### src/rtl/approx_round_stage_if.sv
// Valid/ready bus for the approximate rounding output stage.
// The upstream and downstream handshakes share one bundle.
interface approx_round_stage_if #(
    parameter int IN_W  = 32,
    parameter int SHIFT = 16
);
    localparam int OUT_W = IN_W - SHIFT;

    logic             in_valid;
    logic             in_ready;
    logic [IN_W-1:0]  in_data;
    logic             in_bypass;
    logic             out_valid;
    logic             out_ready;
    logic [OUT_W-1:0] out_data;
    logic             out_sat;

    modport master (
        output in_valid, in_data, in_bypass, out_ready,
        input  in_ready, out_valid, out_data, out_sat
    );

    modport slave (
        input  in_valid, in_data, in_bypass, out_ready,
        output in_ready, out_valid, out_data, out_sat
    );
endinterface

### src/rtl/approx_round_stage.sv
// Two-stage output stage: drop SHIFT low bits, apply approximate 1RS round-up,
// increment with saturation, and count rounding/saturation events.
module approx_round_stage #(
    parameter int IN_W  = 32,
    parameter int SHIFT = 16,
    parameter int CNT_W = 16
) (
    input  logic                 clk,
    input  logic                 rst_n,
    approx_round_stage_if.slave  bus,
    input  logic                 cnt_clr,
    output logic [CNT_W-1:0]     round_cnt,
    output logic [CNT_W-1:0]     sat_cnt
);
    localparam int OUT_W = IN_W - SHIFT;

    logic             r_s1_valid;
    logic [OUT_W-1:0] r_s1_trunc;
    logic             r_s1_rup;
    logic             r_s2_valid;
    logic [OUT_W-1:0] r_out_data;
    logic             r_out_sat;
    logic             r_s2_rounded;
    logic [CNT_W-1:0] r_round_cnt;
    logic [CNT_W-1:0] r_sat_cnt;

    logic             w_in_ready;
    logic             w_in_xfer;
    logic             w_out_xfer;
    logic             w_s2_load;
    logic [OUT_W-1:0] w_s2_data;
    logic             w_s2_sat;

    // Guard bit set, or the four bits below it all ones; bypass words only truncate.
    function automatic logic f_round_up(input logic [IN_W-1:0] data, input logic bypass);
        logic       g;
        logic [3:0] l;
        g = data[SHIFT-1];
        l = data[SHIFT-2 -: 4];
        return (!bypass) && (g || (&l));
    endfunction

    function automatic logic [CNT_W-1:0] f_sat_inc(input logic [CNT_W-1:0] cnt, input logic inc);
        logic [CNT_W-1:0] res;
        res = cnt;
        if (inc && (cnt != {CNT_W{1'b1}})) begin
            res = cnt + {{(CNT_W-1){1'b0}}, 1'b1};
        end
        return res;
    endfunction

    // in_ready depends only on held state and out_ready, never on in_valid.
    assign w_in_ready = (!r_s1_valid) || (!r_s2_valid) || bus.out_ready;
    assign w_in_xfer  = bus.in_valid && w_in_ready;
    assign w_out_xfer = r_s2_valid && bus.out_ready;
    assign w_s2_load  = r_s1_valid && ((!r_s2_valid) || bus.out_ready);

    // Saturating increment of the truncated word.
    always_comb begin
        w_s2_data = r_s1_trunc + {{(OUT_W-1){1'b0}}, r_s1_rup};
        w_s2_sat  = 1'b0;
        if (r_s1_rup && (&r_s1_trunc)) begin
            w_s2_data = {OUT_W{1'b1}};
            w_s2_sat  = 1'b1;
        end else begin
            w_s2_sat  = 1'b0;
        end
    end

    // Stage 1: capture truncated word and round-up decision.
    always_ff @(posedge clk or negedge rst_n) begin
        if (!rst_n) begin
            r_s1_valid <= 1'b0;
            r_s1_trunc <= {OUT_W{1'b0}};
            r_s1_rup   <= 1'b0;
        end else if (w_in_xfer) begin
            r_s1_valid <= 1'b1;
            r_s1_trunc <= bus.in_data[IN_W-1:SHIFT];
            r_s1_rup   <= f_round_up(bus.in_data, bus.in_bypass);
        end else if (w_s2_load) begin
            r_s1_valid <= 1'b0;
        end
    end

    // Stage 2: result register, held while the output is stalled.
    always_ff @(posedge clk or negedge rst_n) begin
        if (!rst_n) begin
            r_s2_valid   <= 1'b0;
            r_out_data   <= {OUT_W{1'b0}};
            r_out_sat    <= 1'b0;
            r_s2_rounded <= 1'b0;
        end else if (w_s2_load) begin
            r_s2_valid   <= 1'b1;
            r_out_data   <= w_s2_data;
            r_out_sat    <= w_s2_sat;
            r_s2_rounded <= r_s1_rup && (!w_s2_sat);
        end else if (w_out_xfer) begin
            r_s2_valid   <= 1'b0;
        end
    end

    // Event counters advance on delivered words only; clear wins over a same-cycle event.
    always_ff @(posedge clk or negedge rst_n) begin
        if (!rst_n) begin
            r_round_cnt <= {CNT_W{1'b0}};
            r_sat_cnt   <= {CNT_W{1'b0}};
        end else if (cnt_clr) begin
            r_round_cnt <= {CNT_W{1'b0}};
            r_sat_cnt   <= {CNT_W{1'b0}};
        end else if (w_out_xfer) begin
            r_round_cnt <= f_sat_inc(r_round_cnt, r_s2_rounded);
            r_sat_cnt   <= f_sat_inc(r_sat_cnt, r_out_sat);
        end
    end

    assign bus.in_ready  = w_in_ready;
    assign bus.out_valid = r_s2_valid;
    assign bus.out_data  = r_out_data;
    assign bus.out_sat   = r_out_sat;
    assign round_cnt     = r_round_cnt;
    assign sat_cnt       = r_sat_cnt;
endmodule

### src/flat_wrapper.sv
// flat-port wrapper written by rule: the top's interface ports become plain ports
module approx_round_stage_flat 
#(
    parameter int IN_W  = 32,
    parameter int SHIFT = 16,
    parameter int CNT_W = 16
)
  (clk, rst_n, cnt_clr, round_cnt, sat_cnt, bus_in_valid, bus_in_data, bus_in_bypass, bus_out_ready, bus_in_ready, bus_out_valid, bus_out_data, bus_out_sat);
  approx_round_stage_if #(.IN_W(IN_W), .SHIFT(SHIFT)) bus_i ();
  input  logic clk;
  input  logic rst_n;
  input  logic cnt_clr;
  output logic [CNT_W-1:0] round_cnt;
  output logic [CNT_W-1:0] sat_cnt;
  input wire logic [$bits(bus_i.in_valid)-1:0] bus_in_valid;
  input wire logic [$bits(bus_i.in_data)-1:0] bus_in_data;
  input wire logic [$bits(bus_i.in_bypass)-1:0] bus_in_bypass;
  input wire logic [$bits(bus_i.out_ready)-1:0] bus_out_ready;
  output wire logic [$bits(bus_i.in_ready)-1:0] bus_in_ready;
  output wire logic [$bits(bus_i.out_valid)-1:0] bus_out_valid;
  output wire logic [$bits(bus_i.out_data)-1:0] bus_out_data;
  output wire logic [$bits(bus_i.out_sat)-1:0] bus_out_sat;
  assign bus_i.in_valid = bus_in_valid;
  assign bus_i.in_data = bus_in_data;
  assign bus_i.in_bypass = bus_in_bypass;
  assign bus_i.out_ready = bus_out_ready;
  assign bus_in_ready = bus_i.in_ready;
  assign bus_out_valid = bus_i.out_valid;
  assign bus_out_data = bus_i.out_data;
  assign bus_out_sat = bus_i.out_sat;
  approx_round_stage #(.IN_W(IN_W), .SHIFT(SHIFT), .CNT_W(CNT_W)) u_core (.clk(clk), .rst_n(rst_n), .bus(bus_i), .cnt_clr(cnt_clr), .round_cnt(round_cnt), .sat_cnt(sat_cnt));
endmodule
### config.mk
export PLATFORM = sky130hd
export DESIGN_NAME = approx_round_stage_flat
export DESIGN_NICKNAME = d
export VERILOG_FILES = /design/src/rtl/approx_round_stage_if.sv /design/src/rtl/approx_round_stage.sv /design/src/flat_wrapper.sv
export SDC_FILE = /design/constraint.sdc
export NUM_CORES = 1
export LEC_CHECK = 0
export CORE_ASPECT_RATIO = 0.75
export CORE_MARGIN = 1.5
export CORE_UTILIZATION = 49
export CTS_BUF_LIST = sky130_fd_sc_hd__clkbuf_8 sky130_fd_sc_hd__clkbuf_16
export DETAILED_ROUTE_END_ITERATION = 10
export PLACE_DENSITY = 0.8
export REMOVE_ABC_BUFFERS = 1
export SYNTH_ARGS = -nofsm -noshare
export SYNTH_HDL_FRONTEND = slang
export SYNTH_SLANG_ARGS = --single-unit
export TNS_END_PERCENT = 1
### constraint.sdc
create_clock -name clk -period 2.42 [get_ports clk]
set_input_delay 0.726 -clock clk [delete_from_list [all_inputs] [get_ports clk]]
set_output_delay 0.726 -clock clk [all_outputs]
set_load 0.01 [all_outputs]
==> results.md, run 1 <==
* GRT Overall Usage at 21.04%
* Yosys reg bits at 69
* R2R Setup Slk at 450 ps
* CTS Buffer Depth at 2
* Pwr dens at 581.5 mW/mm²
* Tmin final at 2361 ps
* Post-route ant nets at 0
* DIE WIDTH at 100.3 µm
* Slew headroom at 54.40%
* CP Capture Point: bus_in_ready
* VDD IR max at 0.3461 mV
* Area of the core at 0.006832 mm²
* Layout area overhead at 32.10%
* Number of global-route vias before repair at 2,664
* Synth Instances at 337
* Yosys Warn Count at 0
* Clk_skew at 9.004 ps
* Port Buffers at 77
* Root buffer cell: clkbuf_8
* Outcome: finished clean
* Total grt overflow at 0
* RR Startpoint: u_core.round_cnt[0]
* Detailed Route Iter0 Violations at 86
* Hold WC Path Type: primary input to asynchronous set/reset pin
* Register area share after synthesis at 49.60%
* Number of H-tree levels at 3
* Final setup viols at 0
* Initial antenna violation count at 0
* Worst Max-Slew Pin Slew at 678.7 ps
* Crit end category: primary output
* Nets@finish at 470
* Post-Place Cells at 501
* DP HPWL at 5532 µm
* First-pass GRT wire length at 12,740 µm
* Die height at 75.99 µm
* Maximum Capacitance Violations at 0
* # clock sinks at 69
* Critical path arrival at 1640 ps
* # rows at 26
* Post-Route Setup TNS at 0 ps
* Post-route cell area at 0.004598 mm²
* Antenna cell count at 0
* Crit path from: bus_out_ready
* Critical path type: primary input to primary output
* CTS tree: built
* Largest net degree at the start of global routing at 43
* Clock Latency Late Sink at 340 ps
* Final Non-Filler Cells at 517
* Starting Density at 50.95%
* RSZ-0062 raised after global routing: no
* Static leakage at 0.001823 µW
* Syn avg cell area at 10.33 µm²
* Share of cells above drive strength 1 at 13.39%
* Via Count at 2,816
* Slew Viols, Final at 0
* CTS clk-pin slew, worst paths at 70 ps
* RD Place Congestion at 0.8183
* CTS Hold Bufs at 0
* Final Cycle Share at 97.58%
* Final hold vios at 0
* R2R cell count at 6
* Reg-to-reg endpoint: u_core.round_cnt[13]
* DRC violations left at 0
* Drt first pass iters at 4
* FMAX at 423.5 MHz
* Placed instance area at 0.004422 mm²
* Vias per cell at 5.447
* Worst path required time at 1690 ps
* CP Launch Type: primary input
* CTS buffer count at 9
* # IOs at 89
* CP max FO at 2
* Mapped Area at 0.003481 mm²
* Synth cell types at 40
* Routed WL per cell at 14.58 µm
* Die ar. at 0.007623 mm²
* WL final at 7539 µm
## state kept, by name, summed over array words and instances, names as in the netlist
| signal | cells |
|---|---|
| u_core.r_s1_valid | 1 |
| u_core.bus.out_valid | 1 |
| u_core.r_s1_trunc | 16 |
| u_core.sat_cnt | 16 |
| u_core.bus.out_data | 16 |
| u_core.bus.out_sat | 1 |
| u_core.r_s2_rounded | 1 |
| u_core.round_cnt | 16 |
| u_core.r_s1_rup | 1 |
## logic make-up after synthesis
group / after synthesis / share of synthesized area [%]
simple gates: 147 / 22.93
flops: 69 / 49.60
compound gates: 53 / 10.21
xor+xnor: 33 / 8.303
mux: 18 / 5.787
buf+inv: 13 / 1.725
fa+ha+maj: 4 / 1.438
## worst min-delay path by stage
stage	from	cells after the start	to	slack (ps)
floorplan	rst_n	0	u_core.bus.out_data[0]	430
global placement	u_core.bus.out_data[8]	2	u_core.bus.out_data[8]	470
detailed placement	u_core.bus.out_data[6]	2	u_core.bus.out_data[6]	480
CTS	rst_n	1	u_core.round_cnt[14]	330
global route	rst_n	1	u_core.round_cnt[14]	340
finish	rst_n	1	u_core.round_cnt[6]	330
## cells in the final DEF (no fill, tap or decap), types with 2 or more instances in the layout
cell	instances
a21oi_1	24
a41oi_1	2
and3_1	4
and4_1	7
buf_12	2
buf_4	10
clkbuf_8	11
clkdlybuf4s50_1	75
clkinv_2	3
dfrtp_1	69
ha_1	4
inv_1	5
mux2_2	17
nand2_1	35
nand2b_1	3
nand3_1	12
nand4_1	9
nand4_4	3
nor2_1	42
nor3_1	8
nor4_1	7
nor4_2	2
o211ai_1	2
o21ai_0	10
o21ai_1	9
o41ai_4	3
or3_1	7
xnor2_1	25
xor2_1	8
## cells in the mapped netlist
master | n | area, µm²
and4_1 | 7 | 61.31
nand3b_1 | 1 | 7.510
o31ai_1 | 1 | 7.510
ha_1 | 4 | 50.05
clkbuf_1 | 5 | 18.77
o21ai_1 | 9 | 45.04
nor3_2 | 1 | 10.01
nand2b_1 | 3 | 18.77
and4b_1 | 1 | 10.01
dlygate4sd1_1 | 1 | 8.760
mux2_2 | 17 | 191.4
or2_2 | 1 | 6.260
and3_1 | 4 | 25.02
xor2_1 | 8 | 70.07
and2_1 | 1 | 6.260
mux2i_1 | 1 | 10.01
inv_1 | 4 | 15.01
or3_2 | 1 | 7.510
or3_4 | 1 | 11.26
nor3_1 | 8 | 40.04
a41oi_1 | 2 | 17.52
o211ai_1 | 2 | 15.01
nor2_1 | 42 | 157.7
xnor2_1 | 25 | 219.0
a21oi_1 | 24 | 120.1
nor4_1 | 7 | 43.79
or3_1 | 7 | 43.79
nand4_1 | 9 | 56.30
o41a_1 | 1 | 11.26
buf_4 | 1 | 7.510
a31oi_1 | 1 | 6.260
nor4_2 | 2 | 25.02
nand4_2 | 1 | 12.51
buf_2 | 2 | 10.01
nand3_1 | 12 | 60.06
nand2_1 | 35 | 131.4
o41ai_4 | 3 | 82.58
nand4_4 | 3 | 63.81
dfrtp_1 | 69 | 1727
o21ai_0 | 10 | 50.05
## report_power, final
part | total [µW] | internal [µW] | leakage, µW | switching, µW
logic | 472 | 270 | 0.000844 | 202
clock network | 832 | 419 | 0.0000963 | 413
registers | 1370 | 1260 | 0.000883 | 108
total | 2670 | 1950 | 0.00182 | 724
## layout make-up
type	count	area, µm²
clock buffers	11	151.4
clock inverters	5	26.28
fillers	574	2233
inverters	4	15.01
multi-input cells	255	1694
flip-flops and latches	69	1727
well taps	84	105.1
repair buffers	89	879.6
## timing repair
action | in CTS | in global routing
endpoints found under the setup margin | 1 | 0
resized for setup | 1 | 0
buffers inserted | 0 | 0
## per-layer routing
| layer | share of wire (%) | vias up | track usage, % |
|---|---|---|---|
| met5 | 0 | - | 0 |
| met4 | 0.60 | 0 | 3.099 |
| met3 | 5.2 | 6 | 6.972 |
| met2 | 46 | 69 | 33.67 |
| met1 | 48 | 1353 | 28.59 |
| li1 | - | 1388 | - |
## worst max-delay path, stage by stage
cell	delay, ps
clkdlybuf4s50_1	420
nand3b_1	180
dlygate4sd2_1	310
## per-stage QoR
step / utilization (%) / worst slack [ps] / hold slack [ps] / power (µW)
final: 67.31 / 58.67 / 326.4 / 2674
after global routing: 67.31 / 14.40 / 338.7 / 2814
after CTS: 67.31 / 64.74 / 326.2 / 2706
after detailed placement: 64.73 / -169.7 / 479.3 / 1870
after global placement: 64.73 / -169.4 / 474.5 / 1853
after floorplan: - / 507.8 / 430.4 / 1580
Power figures use the tool's default switching activity.
==> inputs of run 2 (changes only) <==
--- a/config.mk
+++ b/config.mk
@@ -10,7 +10,7 @@
 export CORE_UTILIZATION = 49
 export CTS_BUF_LIST = sky130_fd_sc_hd__clkbuf_8 sky130_fd_sc_hd__clkbuf_16
 export DETAILED_ROUTE_END_ITERATION = 10
-export PLACE_DENSITY = 0.8
+export PLACE_DENSITY = 0.76
 export REMOVE_ABC_BUFFERS = 1
 export SYNTH_ARGS = -nofsm -noshare
 export SYNTH_HDL_FRONTEND = slang
==> results.md, run 2 (synthesized netlist as in run 1, its figures left out) <==
* Post-route ant nets at 0 (unchanged)
* CP max FO at 2 (unchanged)
* Clock power share at 33.3% (was 31.1%)
* Setup Fix Bufs, Post-CTS at 0 (unchanged)
* CTS Hold Bufs at 0 (unchanged)
* Crit end category: primary output (unchanged)
* Slew Viols, Final at 0 (unchanged)
* First-pass GRT wire length at 12,730 µm (was 12,740 µm)
* Final Cycle Share at 97.79% (was 97.58%)
* Root buffer cell: clkbuf_8 (unchanged)
* Routed WL per cell at 14.35 µm (was 14.58 µm)
* FMAX at 422.6 MHz (was 423.5 MHz)
* Most common cell after layout, fill and taps aside: clkdlybuf4s50_1 (unchanged)
* P_sw at 726.5 µW (was 723.6 µW)
* GRT Overall Usage at 21.04% (about the same)
* PnR Total Power at 2750 µW (was 2674 µW)
* Final hold vios at 0 (unchanged)
* Tmin final at 2366 ps (was 2361 ps)
* Port Buffers at 77 (unchanged)
* Via Count at 2,830 (was 2,816)
* Nets@finish at 468 (was 470)
* Sw Ratio at 26.42% (was 27.06%)
* Number of H-tree levels at 3 (unchanged)
* Critical path arrival at 1640 ps (about the same)
* # rows at 26 (unchanged)
* Static leakage at 0.001823 µW (about the same)
* Worst Max-Slew Pin Slew at 684.5 ps (was 678.7 ps)
* Total grt overflow at 0 (unchanged)
* Clock Latency Late Sink at 340 ps (about the same)
* CTS Buffer Depth at 2 (unchanged)
* DRC violations left at 0 (unchanged)
* Slew headroom at 54.02% (was 54.40%)
* CTS tree: built (unchanged)
* DP HPWL at 5406 µm (was 5532 µm)
* WL final at 7391 µm (was 7539 µm)
* RD Place Congestion at 0.7703 (was 0.8183)
* Combinational power share at 17.1% (was 17.6%)
* Initial antenna violation count at 0 (unchanged)
* Hold WC Path Type: primary input to asynchronous set/reset pin (unchanged)
* Most frequent cells in the layout: clkdlybuf4s50_1 (75), dfrtp_1 (69), nor2_1 (42), nand2_1 (35), xnor2_1 (25) (unchanged)
* Worst path required time at 1690 ps (about the same)
* Drt first pass iters at 4 (unchanged)
* Sequential Power Share at 49.6% (was 51.3%)
* # IOs at 89 (unchanged)
* Largest net degree at the start of global routing at 70 (was 43)
* CP Launch Type: primary input (unchanged)
* RSZ-0062 raised after global routing: no (unchanged)
* Number of global-route vias before repair at 2,730 (was 2,664)
* VDD IR max at 0.3875 mV (was 0.3461 mV)
* Clk_skew at 5.500 ps (was 9.004 ps)
* Placed instance area at 0.004407 mm² (was 0.004422 mm²)
* Maximum Capacitance Violations at 0 (unchanged)
* Detailed Route Iter0 Violations at 88 (was 86)
* Area of the core at 0.006832 mm² (unchanged)
* Final setup viols at 0 (unchanged)
* Final WS setup at 53.55 ps (was 58.67 ps)
* DIE WIDTH at 100.3 µm (unchanged)
* Die height at 75.99 µm (unchanged)
* Post-Route Setup TNS at 0 ps (unchanged)
* Post-layout util at 67.31% (unchanged)
* Layout area overhead at 32.10% (unchanged)
* CTS clk-pin slew, worst paths at 70 ps (about the same)
* Pwr dens at 598.0 mW/mm² (was 581.5 mW/mm²)
* Share of cells above drive strength 1 at 12.76% (was 13.39%)
* Die ar. at 0.007623 mm² (unchanged)
* # clock sinks at 69 (unchanged)
* Post-cts sizing count at 1 (unchanged)
* Critical path type: primary input to primary output (unchanged)
* Vias per cell at 5.495 (was 5.447)
* Internal at 2023 µW (was 1950 µW)
* DP Worst Slack at -195.4 ps (was -169.7 ps)
* Outcome: finished clean (unchanged)
* Post-route cell area at 0.004598 mm² (unchanged)
* Antenna cell count at 0 (unchanged)
* Starting Density at 50.95% (unchanged)
* CTS buffer count at 9 (unchanged)
run 2: changes by cell type in the layout (fill, tap and decap cells not counted):
| cell | before | now |
|---|---|---|
| buf_4 | 10 | 8 |
| bufinv_16 | 0 | 1 |
| clkbuf_8 | 11 | 10 |
| clkinv_2 | 3 | 2 |
| inv_1 | 5 | 6 |
run 2: layout make-up:
| cell class | instances | area, µm² |
|---|---|---|
| fillers | 567 | 2233 |
| well taps | 84 | 105.1 |
| repair buffers | 87 | 864.6 |
| clock inverters | 6 | 55.05 |
| multi-input cells | 255 | 1694 |
| clock buffers | 10 | 137.6 |
| flip-flops and latches | 69 | 1727 |
| inverters | 4 | 15.01 |
run 2: power by group through the flow:
stage / clock (µW) / sequential, µW / combinational [µW]
3_5_place_dp: 0 / 1390 / 478
3_3_place_gp: 0 / 1380 / 469
2_1_floorplan: 0 / 1400 / 184
4_1_cts: 938 / 1360 / 479
5_1_grt: 997 / 1380 / 516
6_report: 915 / 1370 / 469
run 2: critical path, stage by stage:
cell and delay, ps:
clkdlybuf4s50_1 420, nand3b_1 180, dlygate4sd2_1 310
run 2: layer usage:
metal	part of all wire [%]	global-route usage, %	wire length [µm]
met5	0	0	0
met4	0.89	6.056	66
met3	4.9	6.055	364
met2	48	33.74	3521
met1	47	27.89	3439
run 2: final timing paths:
| check | from | end | slack [ps] | cells after the start |
|---|---|---|---|---|
| setup / recovery | bus_out_ready | bus_in_ready | 50 | 3 |
| hold / removal | rst_n | u_core.round_cnt[6] | 380 | 2 |
| setup reg to reg | u_core.sat_cnt[0] | u_core.sat_cnt[15] | 450 | 6 |
| hold reg to reg | u_core.bus.out_data[0] | u_core.bus.out_data[0] | 480 | 2 |
| max in group asynchronous | rst_n | u_core.r_s1_trunc[15] | 1740 | 2 |
| min in group clk | u_core.bus.out_data[0] | u_core.bus.out_data[0] | 480 | 2 |
run 2: metrics by stage:
stage | hold WS [ps] | cells
after floorplan | 430.4 | 328
after global placement | 470.0 | 499
after detailed placement | 477.0 | 499
after CTS | 399.3 | 515
after global routing | 399.2 | 515
final | 379.1 | 515
